==> config.mk <==
export PLATFORM = sky130hd
export DESIGN_NAME = alu_sequencer
export DESIGN_NICKNAME = d
export VERILOG_FILES = /design/src/rtl/alu_sequencer.sv
export SDC_FILE = /design/constraint.sdc
export NUM_CORES = 1
export LEC_CHECK = 0
export CAP_MARGIN = 20
export CORE_MARGIN = 8
export CORE_UTILIZATION = 46
export CTS_BUF_LIST = sky130_fd_sc_hd__clkbuf_8
export CTS_CLUSTER_SIZE = 14
export DETAILED_ROUTE_END_ITERATION = 10
export PLACE_DENSITY_LB_ADDON = 0.1
export SYNTH_ARGS = -nofsm -noshare
export SYNTH_HDL_FRONTEND = slang
export SYNTH_SLANG_ARGS = --single-unit
==> constraint.sdc <==
create_clock -name clk -period 2.03 [get_ports clk]
set_input_delay 0.3045 -clock clk [delete_from_list [all_inputs] [get_ports clk]]
set_output_delay 0.3045 -clock clk [all_outputs]
set_load 0.01 [all_outputs]
==> src/rtl/alu_sequencer.sv <==
// Initiator-side controller for the registered ALU block: accepts one request, holds the ALU
// inputs through the ALU pipeline latency, captures the result and returns it via valid/ready.
module alu_sequencer #(
  parameter int unsigned bus_size       = 4,
  parameter int unsigned shamt_bus_size = 2,
  parameter int unsigned latency        = 2
) (
  input  logic                      clk,
  input  logic                      reset,
  input  logic                      req_valid,
  output logic                      req_ready,
  input  logic [bus_size-1:0]       req_a,
  input  logic [bus_size-1:0]       req_b,
  input  logic [2:0]                req_sel,
  input  logic [shamt_bus_size:0]   req_shamt,
  output logic [bus_size-1:0]       data1,
  output logic [bus_size-1:0]       data2,
  output logic [2:0]                selector,
  output logic [shamt_bus_size:0]   shift,
  input  logic [bus_size-1:0]       alu_out,
  output logic                      rsp_valid,
  input  logic                      rsp_ready,
  output logic [bus_size-1:0]       rsp_data,
  output logic [7:0]                op_count,
  output logic                      busy
);

  typedef enum logic [1:0] {StIdle, StWait, StResp} state_e;

  localparam logic [3:0] LatCnt = 4'(latency);

  state_e     state_q;
  logic [3:0] wait_cnt_q;

  // ALU-side outputs only move on an accepting edge so the ALU sees stable operands throughout.
  always_ff @(posedge clk or posedge reset) begin
    if (reset) begin
      state_q    <= StIdle;
      wait_cnt_q <= '0;
      data1      <= '0;
      data2      <= '0;
      selector   <= '0;
      shift      <= '0;
      rsp_data   <= '0;
      op_count   <= '0;
    end else begin
      unique case (state_q)
        StIdle: begin
          if (req_valid) begin
            data1      <= req_a;
            data2      <= req_b;
            selector   <= req_sel;
            shift      <= req_shamt;
            wait_cnt_q <= LatCnt;
            state_q    <= StWait;
          end
        end
        StWait: begin
          if (wait_cnt_q == 4'd0) begin
            rsp_data <= alu_out;
            state_q  <= StResp;
          end else begin
            wait_cnt_q <= wait_cnt_q - 4'd1;
          end
        end
        StResp: begin
          if (rsp_ready) begin
            op_count <= op_count + 8'd1;
            state_q  <= StIdle;
          end
        end
        default: state_q <= StIdle;
      endcase
    end
  end

  // Handshake flags come from the state register alone: no input-to-output combinational path.
  assign req_ready = (state_q == StIdle);
  assign rsp_valid = (state_q == StResp);
  assign busy      = (state_q != StIdle);

endmodule

==> summary.txt, run 1 <==
Status
  • Status: complete, no violations

Timing
  • Worst slew pin tran: 408 ps
  • Setup TNS: 0 ps
  • Setup violators final: 0
  • Final-report hold violation count: 0
  • Period minus WS final: 1960 ps
  • Setup ws final: 66.8 ps
  • Final Max Tran Viols: 0
  • Clock skew: 2.96 ps
  • Max transition margin: 0.728
  • RSZ-0062 raised after global routing: no
  • Fin crit share: 0.967
  • Fmax: 509 MHz

Critical path
  • CP delay by family, top: buffers and inverters
  • Crit end category: output pin
  • Worst endpoint required time: 1730 ps
  • Worst path slowest cell: clkdlybuf4s50_1
  • Critical-path cell list: or2_2 > inv_1 > clkdlybuf4s50_1
  • Bufs and invs on worst path: 2
  • Slowest stage delay, CP: 530 ps
  • CP Max Fanout: 9
  • Startpoint Class: flip-flop
  • Critical Path AT: 1660 ps
  • Setup CP Type: flip-flop to output pin

Synthesis
  • Post-synthesis sequential element count: 32
  • Avg Cell Area, Syn: 13.5 um2
  • Synthesized cell area: 1420 um2
  • Ys async rst share: 1.00
  • Syn Inst Count: 105
  • Cell taking the most area after synthesis: dfrtp_1
  • Ys flop type: dfrtp_1
  • Most common cell in the netlist: dfrtp_1
  • Count of synthesis-stage warnings from yosys: 0
  • Synth top cells by count: dfrtp_1 (32), mux2_2 (19), nand2_1 (6), xor2_1 (6)
  • Area share of the largest cell type after synthesis: 0.564
  • Netlist cell types: 30
  • Number of synthesized flops with an enable pin: 0
  • Area contributors post-synth: dfrtp_1 (56%), mux2_2 (15%), xor2_1 (3.7%)
  • Register area share after synthesis: 0.564
  • Net Count, Synth: 130

Pwr
  • Peak VDD IR: 0.898 mV
  • Pleak: 0.937 nW
  • Power consumption: 2.99 mW
  • PwrDens: 1450 nW/um2

Die
  • Rows: 20
  • Core area: 3000 um2
  • I/O pin count: 51
  • Die H: 71.6 um
  • Die area: 5120 um2
  • Initial Util: 0.473
  • Width of the die: 71.6 um

CTS
  • CTS Buf Count: 5
  • Skew-Pair Late Insertion Delay: 270 ps
  • CTS tree: yes
  • Clock sink count: 32
  • Post_cts resized: 0
  • Clock root buffer: clkbuf_8
  • H-tree depth: 2
  • Post CTS Setup Buffer Count: 0
  • Clock transition at path regs: 60 ps
  • CTS Hold Bufs: 0
  • Clk buf depth: 2

Placed design
  • Cell Area, Placed: 1960 um2
  • Placed Cells: 189
  • RePlAce Congestion: 0.735
  • Port bufs: 50
  • Hpwl dp: 2.40 mm
  • DP Worst Slack: 276 ps

GRT
  • Vias in the first global route: 1,063
  • First-pass GRT wire length: 5.25 mm
  • Number of antenna violations at the first check in global routing: 0
  • Largest net degree at the start of global routing: 33
  • Remaining Overflow, GRT: 0
  • Gr usage total: 0.129

Layout
  • # diodes: 0
  • Fin cells: 196
  • Layout cell share with drive strength beyond 1: 0.233
  • Fill count: 237
  • FF+latch area: 802 um2
  • Multi-input gate area: 571 um2
  • Layout overhead on the synthesized area: 45.0%
  • Post-Layout Inst Area: 2060 um2
  • Final nets: 188

Detailed routing
  • Via count: 991
  • Drt drc: 0
  • Final WL: 3.11 mm
  • Initial drt markers: 59
  • Vias per cell: 5.06
  • Routed Antenna Nets: 0
  • 1st-pass router iterations: 4
  • WL/cell: 15.9 um

Run
  • Max cap viols: 0

Hold path
  • Worst Hold Class: primary input to asynchronous set/reset pin
[area by class of cell]
type / instances / share of cell area
Clock buffer: 7 / 0.0468
Inverter: 5 / 0.00911
Multi-Input combinational cell: 65 / 0.277
Sequential cell: 32 / 0.389
Tap cell: 33 / 0.0200
Timing Repair Buffer: 54 / 0.258
[tightest hold or removal path, cell delays in order]
cell             delay, ps
clkdlybuf4s50_1        390
inv_1                   50
buf_4                  360
[metal layers]
layer | global-route usage | vias up | wire (um)
met5 | 0 | - | 0
met4 | 0.0408 | 0 | 25
met3 | 0.0656 | 4 | 292
met2 | 0.213 | 30 | 1560
met1 | 0.142 | 483 | 1240
li1 | - | 474 | -
[flip-flops by register name (all words and copies together) (netlist names)]
name        count
op_count        8
data1           4
data2           4
rsp_data        4
wait_cnt_q      4
selector        3
shift           3
state_q         2
[cells in the final DEF (no fill, tap or decap), drive strengths merged, types with 2 or more instances in the layout]
cell,count
clkdlybuf4s50,50
nand2,6
mux2i,2
mux2,19
inv,5
dfrtp,32
nand2b,2
buf,4
nor3,2
nor3b,2
clkbuf,7
nand3,3
xor2,6
nor2,5
ha,3
[cell families after synthesis]
logic type	synth area share
buf+inv	0.0344
fa+ha+maj	0.0264
flops	0.564
xor+xnor	0.0432
compound gates	0.0352
simple gates	0.132
mux	0.165
[stage by stage]
| step | utilization | hold WS [ps] |
|---|---|---|
| after floorplan | - | 391 |
| after global placement | 0.653 | 456 |
| after detailed placement | 0.653 | 457 |
| after CTS | 0.685 | 428 |
| after global routing | 0.686 | 483 |
| final | 0.686 | 424 |
[where the power goes]
group | internal (mW) | switching, mW
Sequential | 0.914 | 0.185
Clock | 0.301 | 0.204
Combinational | 0.844 | 0.546
[path summary, 6_finish.rpt]
path,from,end,slack (ps),cells past startpoint
worst max-delay path,state_q[1],req_ready,70,3
worst min-delay path,reset,data2[1],420,3
worst max register to register,wait_cnt_q[1],wait_cnt_q[0],460,5
worst min register to register,op_count[7],op_count[7],460,1
max in group asynchronous,reset,state_q[1],1300,3
min in group clk,op_count[7],op_count[7],460,1
No activity file was read; power rests on OpenSTA's default activity.
==> inputs of run 2 (changes only) <==
- TNS_END_PERCENT: unset -> 5
==> results of run 2 <==
No change in the layout: final DEF, timing and power equal those of run 1.
==> inputs of run 3 (changes only) <==
- SKIP_CTS_REPAIR_TIMING: unset -> 1
- SLEW_MARGIN: unset -> 20
==> results of run 3 <==
No change in the layout: final DEF, timing and power equal those of run 1.
